**src/rtl/dram_image_reader.sv**
```systemverilog
// ---------------------------------------------------------------------------
// dram_image_reader
//   AXI4 read master behind the image sender's DRAM read interface. Each
//   dram_read_en pulse requests (dram_read_len + 1) beats starting at the
//   beat-aligned byte address dram_read_addr. The request is issued as one
//   INCR burst, or as two bursts when it would cross a BOUNDARY_BYTES
//   boundary. Every accepted AXI beat is returned one cycle later on
//   dram_read_data / dram_read_data_valid.
//
// Ports
//   clk_pixel, dram_reader_reset_n : clock, asynchronous active-low reset
//   dram_read_addr/len/en          : request (address, beats-1, strobe)
//   dram_read_data/_data_valid     : returned beat and its one-cycle strobe
//   dram_read_busy                 : request in progress
//   dram_read_error                : sticky, bad rresp or rlast mismatch
//   dram_read_overrun              : sticky, request strobe while busy
//   m_axi_ar* / m_axi_r*           : AXI4 read address and read data channels
// ---------------------------------------------------------------------------
module dram_image_reader #(
  parameter int unsigned DRAM_ADDR_WIDTH = 39,
  parameter int unsigned DRAM_DATA_WIDTH = 128,
  parameter int unsigned BOUNDARY_BYTES  = 4096
) (
  input  logic                       clk_pixel,
  input  logic                       dram_reader_reset_n,
  input  logic [DRAM_ADDR_WIDTH-1:0] dram_read_addr,
  input  logic [7:0]                 dram_read_len,
  input  logic                       dram_read_en,
  output logic [DRAM_DATA_WIDTH-1:0] dram_read_data,
  output logic                       dram_read_data_valid,
  output logic                       dram_read_busy,
  output logic                       dram_read_error,
  output logic                       dram_read_overrun,
  output logic [DRAM_ADDR_WIDTH-1:0] m_axi_araddr,
  output logic [7:0]                 m_axi_arlen,
  output logic [2:0]                 m_axi_arsize,
  output logic [1:0]                 m_axi_arburst,
  output logic                       m_axi_arvalid,
  input  logic                       m_axi_arready,
  input  logic [DRAM_DATA_WIDTH-1:0] m_axi_rdata,
  input  logic [1:0]                 m_axi_rresp,
  input  logic                       m_axi_rlast,
  input  logic                       m_axi_rvalid,
  output logic                       m_axi_rready
);

  localparam int unsigned BEAT_BYTES = DRAM_DATA_WIDTH / 8;
  localparam int unsigned BEAT_BITS  = $clog2(BEAT_BYTES);
  localparam int unsigned OFF_BITS   = $clog2(BOUNDARY_BYTES);
  localparam logic [8:0]  BEATS_PER_BOUNDARY = 9'(BOUNDARY_BYTES / BEAT_BYTES);
  localparam logic [DRAM_ADDR_WIDTH-1:0] BEAT_MASK  = DRAM_ADDR_WIDTH'(BEAT_BYTES - 1);
  localparam logic [DRAM_ADDR_WIDTH-1:0] BOUND_MASK = DRAM_ADDR_WIDTH'(BOUNDARY_BYTES - 1);

  typedef enum logic [1:0] {IDLE, ADDR, DATA} state_e;

  state_e                       state_q, state_d;
  logic [DRAM_ADDR_WIDTH-1:0]   addr_q, addr_d;
  logic [7:0]                   arlen_q, arlen_d;
  logic [8:0]                   rem_q, rem_d;
  logic [7:0]                   beat_q, beat_d;
  logic [DRAM_DATA_WIDTH-1:0]   data_q, data_d;
  logic                         valid_q, valid_d;
  logic                         busy_q, busy_d;
  logic                         err_q, err_d;
  logic                         ovr_q, ovr_d;

  logic [DRAM_ADDR_WIDTH-1:0]   req_addr;
  logic [8:0]                   req_total;
  logic [8:0]                   req_room;
  logic [8:0]                   req_first;
  logic                         accept;
  logic                         ar_fire;
  logic                         r_fire;
  logic                         last_beat;

  // Request decode: beats left before the boundary, computed in 9 bits so an
  // aligned address yields the full 256.
  assign req_addr  = dram_read_addr & ~BEAT_MASK;
  assign req_total = {1'b0, dram_read_len} + 9'd1;
  assign req_room  = BEATS_PER_BOUNDARY - 9'(req_addr[OFF_BITS-1:BEAT_BITS]);
  assign req_first = (req_total < req_room) ? req_total : req_room;

  // busy_q covers the whole request including the final strobe cycle, so it
  // alone decides whether a new strobe is taken or counted as an overrun.
  assign accept    = dram_read_en && !busy_q;
  assign ar_fire   = (state_q == ADDR) && m_axi_arready;
  assign r_fire    = (state_q == DATA) && m_axi_rvalid;
  assign last_beat = (beat_q == arlen_q);

  // State register
  always_ff @(posedge clk_pixel or negedge dram_reader_reset_n) begin
    if (!dram_reader_reset_n) begin
      state_q <= IDLE;
    end else begin
      state_q <= state_d;
    end
  end

  // Next-state logic; a burst ends on the beat counter, never on rlast.
  always_comb begin
    state_d = state_q;
    unique case (state_q)
      IDLE: if (accept) state_d = ADDR;
      ADDR: if (m_axi_arready) state_d = DATA;
      DATA: if (r_fire && last_beat) state_d = (rem_q != 9'd0) ? ADDR : IDLE;
      default: state_d = IDLE;
    endcase
  end

  // Outputs decoded from the state register
  always_comb begin
    m_axi_arvalid = (state_q == ADDR);
    m_axi_rready  = (state_q == DATA);
  end

  // Datapath next-state
  always_comb begin
    addr_d  = addr_q;
    arlen_d = arlen_q;
    rem_d   = rem_q;
    beat_d  = beat_q;
    data_d  = data_q;
    valid_d = 1'b0;
    err_d   = err_q;
    ovr_d   = ovr_q;

    if (dram_read_en && busy_q) ovr_d = 1'b1;

    if (accept) begin
      addr_d  = req_addr;
      arlen_d = 8'(req_first - 9'd1);
      rem_d   = req_total - req_first;
    end

    if (ar_fire) beat_d = 8'd0;

    if (r_fire) begin
      data_d  = m_axi_rdata;
      valid_d = 1'b1;
      beat_d  = beat_q + 8'd1;
      if (m_axi_rresp != 2'b00)     err_d = 1'b1;
      if (m_axi_rlast != last_beat) err_d = 1'b1;
      if (last_beat && (rem_q != 9'd0)) begin
        // Second burst starts on the boundary the first one stopped at.
        addr_d  = (addr_q | BOUND_MASK) + DRAM_ADDR_WIDTH'(1);
        arlen_d = 8'(rem_q - 9'd1);
        rem_d   = 9'd0;
      end
    end

    busy_d = (state_d != IDLE) || valid_d;
  end

  always_ff @(posedge clk_pixel or negedge dram_reader_reset_n) begin
    if (!dram_reader_reset_n) begin
      addr_q  <= '0;
      arlen_q <= '0;
      rem_q   <= '0;
      beat_q  <= '0;
      data_q  <= '0;
      valid_q <= 1'b0;
      busy_q  <= 1'b0;
      err_q   <= 1'b0;
      ovr_q   <= 1'b0;
    end else begin
      addr_q  <= addr_d;
      arlen_q <= arlen_d;
      rem_q   <= rem_d;
      beat_q  <= beat_d;
      data_q  <= data_d;
      valid_q <= valid_d;
      busy_q  <= busy_d;
      err_q   <= err_d;
      ovr_q   <= ovr_d;
    end
  end

  assign dram_read_data       = data_q;
  assign dram_read_data_valid = valid_q;
  assign dram_read_busy       = busy_q;
  assign dram_read_error      = err_q;
  assign dram_read_overrun    = ovr_q;
  assign m_axi_araddr         = addr_q;
  assign m_axi_arlen          = arlen_q;
  assign m_axi_arsize         = 3'b100;
  assign m_axi_arburst        = 2'b01;

endmodule
```
**config.mk**
```make
export PLATFORM = sky130hd
export DESIGN_NAME = dram_image_reader
export DESIGN_NICKNAME = d
export VERILOG_FILES = /design/src/rtl/dram_image_reader.sv
export SDC_FILE = /design/constraint.sdc
export NUM_CORES = 1
export LEC_CHECK = 0
export ABC_CLOCK_PERIOD_IN_PS = 2750
export CAP_MARGIN = 15
export CORE_UTILIZATION = 45
export CTS_BUF_LIST = sky130_fd_sc_hd__clkbuf_4 sky130_fd_sc_hd__clkbuf_8 sky130_fd_sc_hd__clkbuf_16
export DETAILED_ROUTE_END_ITERATION = 10
export PLACE_DENSITY = 0.82
export SYNTH_ARGS = -nofsm -noshare
export SYNTH_HDL_FRONTEND = slang
export SYNTH_SLANG_ARGS = --single-unit
export TNS_END_PERCENT = 10
```
**constraint.sdc**
```tcl
create_clock -name clk_pixel -period 2.75 [get_ports clk_pixel]
set_input_delay 0.55 -clock clk_pixel [delete_from_list [all_inputs] [get_ports clk_pixel]]
set_output_delay 0.55 -clock clk_pixel [all_outputs]
set_load 0.005 [all_outputs]
```
# --- After elaboration in Yosys (flattened, before gate mapping) ---
# Cells that the tools add are included.
totals:
  register_bits: 198
classes:
  n_eq_ne: 4
  mux: 20
  n_lt_le_gt_ge: 1
  addsub: 7
  reduce_logical: 15
ops:
  columns: ["cell", "count"]
  rows:
  - ["two-way mux 39 bit", 3]
  - ["two-way mux 8 bit", 5]
  - ["adder 39 x 1 -> 39 bit (second input constant)", 1]
  - ["two-way mux 9 bit", 4]
  - ["subtractor 8 x 1 -> 8 bit (second input constant)", 2]
  - ["adder 8 x 1 -> 9 bit (second input constant)", 1]
  - ["< comparator 9 bit", 1]
  - ["nonzero test 9 bit", 1]
  - ["subtractor 9 x 8 -> 9 bit (first input constant)", 1]
  - ["subtractor 9 bit", 1]
  - ["adder 8 x 1 -> 8 bit (second input constant)", 1]
  - ["equality test 8 bit", 1]
  - ["nonzero test 2 bit", 4]
  - ["logical AND 1 bit", 6]
  - ["two-way mux 2 bit", 3]
  - ["case mux 2 bit (3 select lines)", 1]
  - ["two-way mux 1 bit", 4]
  - ["equality test 2 x 1 -> 1 bit (second input constant)", 1]
  - ["equality test 2 bit (second input constant)", 1]
  - ["logical NOT 2 bit", 1]
  - ["AND reduction 2 bit", 1]
  - ["logical NOT 1 bit", 1]
  - ["logical OR 1 bit", 1]
  - ["!= test 1 bit", 1]

# --- Logic depth before layout (Yosys ltp) ---
depth:
  depth_word: 7
  mapped_depth: 21
  mapped_depth_nobuf: 20

# --- Least setup slack after synthesis ---
# Ideal clock, no wire load.
synth_path:
  path_type: "input-to-reg"
  start: "in dram_read_addr[6]"
  end: "reg rem_q[8]"
  stages: 18
  required_ns: 2.656
  t_arrival_ns: 4.628
  path_slack_ns: -1.972
  path_cell_list: "buf_6 or4_4 or4_1 ha_1 or3_1 o221ai_2 or3_4 buf_6 nand2_4 o21ai_1 ha_1 inv_1 ha_1 or2_2 o31ai_1 o311ai_2 mux2i_1 a221oi_2"
synth_via:
  elab_chain_cells: 7
synth_lines:
  columns: ["element", "line", "source"]
  rows:
  - ["from (decl)", "26", "input logic [DRAM_ADDR_WIDTH-1:0] dram_read_addr,"]
  - ["subtractor 9 x 8 -> 9 bit *", "80", "assign req_room = BEATS_PER_BOUNDARY - 9'(req_addr[OFF_BITS-1:BEAT_BITS]);"]
  - ["< comparator 9 bit", "81", "assign req_first = (req_total < req_room) ? req_total : req_room;"]
  - ["two-way mux 9 bit *", "81", null]
  - ["subtractor 9 bit *", "132", "rem_d = req_total - req_first;"]
  - ["two-way mux 9 bit *", "129", "if (accept) begin"]
  - ["two-way mux 9 bit", "143", "if (last_beat && (rem_q != 9'd0)) begin"]
  - ["two-way mux 9 bit *", "137", "if (r_fire) begin"]
  - ["named net rem_d[8]", "59", "logic [8:0] rem_q, rem_d;"]
  - ["to (signal assigned)", "168", "rem_q <= rem_d;"]
  - ["to (decl)", "59", null]
# Mark *: on every way through the listed nets, which the timed path passes. The rest lies on a longest branch.
# A chain may end at the register's enable or synchronous reset.

# --- Final worst setup path ---
layout_path:
  start: "in dram_read_addr[7]"
  end: "reg rem_q[8]"
# Same word-level chain as after synthesis.

==> results_dict.tcl <==
set metrics [dict create \
    ys_async_sr_fraction_pct 100 \
    path_class "in2reg" \
    io_pins 369 \
    post_synth_most_frequent_cells "448 x nand2_1, 198 x dfrtp_1, 63 x nor2_1" \
    min_period_over_period_pct 143 \
    vias_per_cell 5.22 \
    synth-seq-cells 198 \
    setup-violations-final 17 \
    synthAdderAreaFrac_pct 2.42 \
    synth_warnings 0 \
    num-nets-final 1782 \
    synthSimpleGateAreaFrac_pct 26.8 \
    end_kind "flip-flop" \
    synth_ff_type "dfrtp_1" \
    grt_max_degree 136 \
    pwr-share-clk_pct 18.3 \
    dieArea_um2 21900 \
    ys_seq_area_share_pct 51.5 \
    worstMarginPinSlew_ns 0.731 \
    violations "negative setup slack" \
    drv_cap 0 \
    powerDensity_nw_per_um2 909 \
    fill_cells 1509 \
    worst_ep_arrival_time_ns 4.24 \
    min_path_type "in2async" \
    grt_pass1_vias 9604 \
    postCtsHoldBufs 0 \
    synth_top_family_by_area "simple AND/OR/NAND/NOR gates" \
    synth_top_area_share_pct 51.5 \
    r2r_start "rem_q[3]" \
    design_area_um2 15300 \
    fin_ws_ns -1.18 \
    vias 9780 \
    worstRegToRegCells 7 \
    outcome "complete, but fails checks" \
    drt-total-wl_mm 32.4 \
    startpoint_type "input pin" \
    fp-row-count 53 \
    intPower_uw 8980 \
    coreArea_um2 21000 \
    clkTransAtPathRegs_ns 0.08 \
    placement.io_buffers 359 \
    critPathRequiredTime_ns 3.06 \
    synth_top_area_cell "dfrtp_1" \
    synth_area_leaders "dfrtp_1 52%, nand2_1 17%, a21oi_1 2.6%" \
    grt_usage_pct 29.2 \
    antenna_found_initial 3 \
    h-tree-depth 4 \
    drive_gt1_share_pct 15.2 \
    r2r_end "m_axi_araddr[37]" \
    synthToLayoutAreaGrowth_pct 59.7 \
    cts.sinks 198 \
    routedWlPerCell_um 17.3 \
    clock_skew_ns 0.0226 \
    yosysMostFrequentCell "nand2_1" \
    overflow 0 \
    timing.final.hold_violations 0 \
    synthCells 1130 \
    synth_mux_area_share_pct 0.677 \
    dp_hpwl_mm 23.5 \
    p_leak_uw 0.00703 \
    finalCriticalPeriod_ns 3.93 \
    die_w_um 148 \
    netSwitchingPower_uw 4980 \
    synth_compound_area_share_pct 11.6 \
    grt_pass1_wl_mm 50.6 \
    drtIter0Drc 612 \
    synth-xor-area-share_pct 3.37 \
    initial_core_util_pct 45.9 \
    synth_cell_type_count 67 \
    fmax_mhz 255 \
    cts_tree "yes" \
    antenna_left 0 \
    clock_latency_ns 0.44 \
    slew_headroom_pct 51.1 \
    gp_congestion 0.942 \
    netlist_area_um2 9610 \
    crit_fanout 4 \
    numCtsBuffers 17 \
    syn_area_per_cell_um2 8.51 \
    swShare_pct 35.7 \
    clockRootBuffer "clkbuf_16" \
    synth_edf_count 0 \
    power_frac_seq_pct 36.8 \
    finalMaxSlewViolations 0 \
    clockBufferDepth 2 \
    ff2ff_setup_slack_ns 0.23 \
    drc 0 \
    die_h_um 148 \
    dr.pass1.iters 6 \
    rsz0062_at_grt "yes" \
    place_worst_setup_slack_ns -2.04 \
    power.share.combinational_pct 44.9 \
    placed_area_um2 14200 \
    max-vdd-ir-drop_mv 0.530 \
]
-- registers in the layout (all words and copies together) (netlist names) --
| register | flops |
|---|---|
| dram_read_data_valid | 1 |
| dram_read_busy | 1 |
| beat_q | 8 |
| rem_q | 9 |
| dram_read_error | 1 |
| dram_read_data | 128 |
| m_axi_araddr | 39 |
| state_q | 2 |
| dram_read_overrun | 1 |
| m_axi_arlen | 8 |
-- how the worst max path moves through the flow --
stage / start / to / slack, ns
detailed placement: dram_read_addr[4] / rem_q[8] / -2.04
finish: dram_read_addr[7] / rem_q[8] / -1.18
floorplan: dram_read_addr[6] / rem_q[8] / -1.70
CTS: dram_read_addr[7] / rem_q[8] / -1.08
global placement: dram_read_addr[4] / rem_q[8] / -1.94
global route: dram_read_addr[4] / rem_q[8] / -1.28
-- layout make-up --
type                            instances  area [µm²]  area share, %
Inverter                               20        80.1          0.522
Antenna cell                            4        10.0         0.0652
Clock inverter                         14         174           1.13
Sequential cell                       198        4950           32.3
Tap cell                              275         344           2.24
Clock buffer                           18         439           2.86
Multi-Input combinational cell        856        4670           30.5
Timing Repair Buffer                  489        4670           30.4
-- per-stage QoR --
step	hold WS [ns]	power [µW]	instances	TNS, ns	utilization, %
floorplan	0.254	7400	1133	-19.76	-
detailed placement	0.452	11200	1809	-27.70	67.9
global route	0.108	14800	1873	-15.78	73.2
global placement	0.438	11000	1809	-25.90	67.9
CTS	0.0956	14000	1870	-11.70	72.9
finish	0.0873	14000	1874	-13.64	73.2
-- kinds of logic after synthesis --
family | count (synthesis)
DFF | 198
buffers and inverters | 79
xor gates and xnor gates | 37
AOI/OAI and AO/OA | 169
and+or+nand+nor | 620
other | 2
muxes | 6
adders and majority gates | 19
-- metal layers --
metal | track usage (%) | up-vias | share of wire [%]
li1 | - | 4660 | -
met1 | 35.4 | 4661 | 39
met5 | 0 | - | 0
met4 | 13.8 | 0 | 4.0
met3 | 5.58 | 74 | 6.6
met2 | 50.2 | 385 | 51
-- power by group through the flow --
stage	Clock (µW)	Combinational [µW]	Sequential (µW)
floorplan	0	2280	5110
global placement	0	5900	5110
detailed placement	0	6070	5160
CTS	2600	6250	5120
global route	2730	6830	5280
finish	2560	6270	5130
-- timing repair --
| action | CTS | global route |
|---|---|---|
| endpoints found under the hold margin | 0 | 0 |
| gates cloned | 0 | 0 |
| buffers inserted | 29 | 0 |
| setup endpoints to repair | 17 | 19 |
| resized for setup | 79 | 21 |
| pin swaps | 36 | 16 |
-- worst max-delay path, cell delays in order --
cell and delay, ns:
buf_6 0.09, or4_4 0.53, or4_4 0.46, ha_4 0.18
or3_1 0.37, o221ai_2 0.16, buf_4 0.16, nor3_4 0.04
o21ai_1 0.17, buf_4 0.14, o21ai_4 0.06, ha_4 0.17
inv_4 0.05, ha_4 0.14, buf_6 0.09, buf_6 0.08
o221ai_4 0.13, o311ai_4 0.34, mux2i_1 0.25, a221oi_2 0.07
-- layout by cell type, fill, tap and decap left out, types with 4 or more instances in the layout --
master,instances
nand2_1,446
clkdlybuf4s50_1,347
dfrtp_1,198
buf_4,116
nor2_1,59
a21oi_1,46
nand3_1,37
o21ai_0,35
xnor2_1,24
clkbuf_16,17
nor3_1,16
inv_1,15
and3_1,12
a211oi_1,12
xor2_1,9
ha_1,9
buf_6,9
nand4_1,7
o21ai_1,7
o22ai_1,6
a31oi_1,6
ha_4,6
buf_12,6
a211o_1,5
o221a_2,5
conb_1,5
clkinv_8,5
diode_2,4
o31ai_1,4
nor4_1,4
a211oi_2,4
No activity file was read; power rests on OpenSTA's default activity.
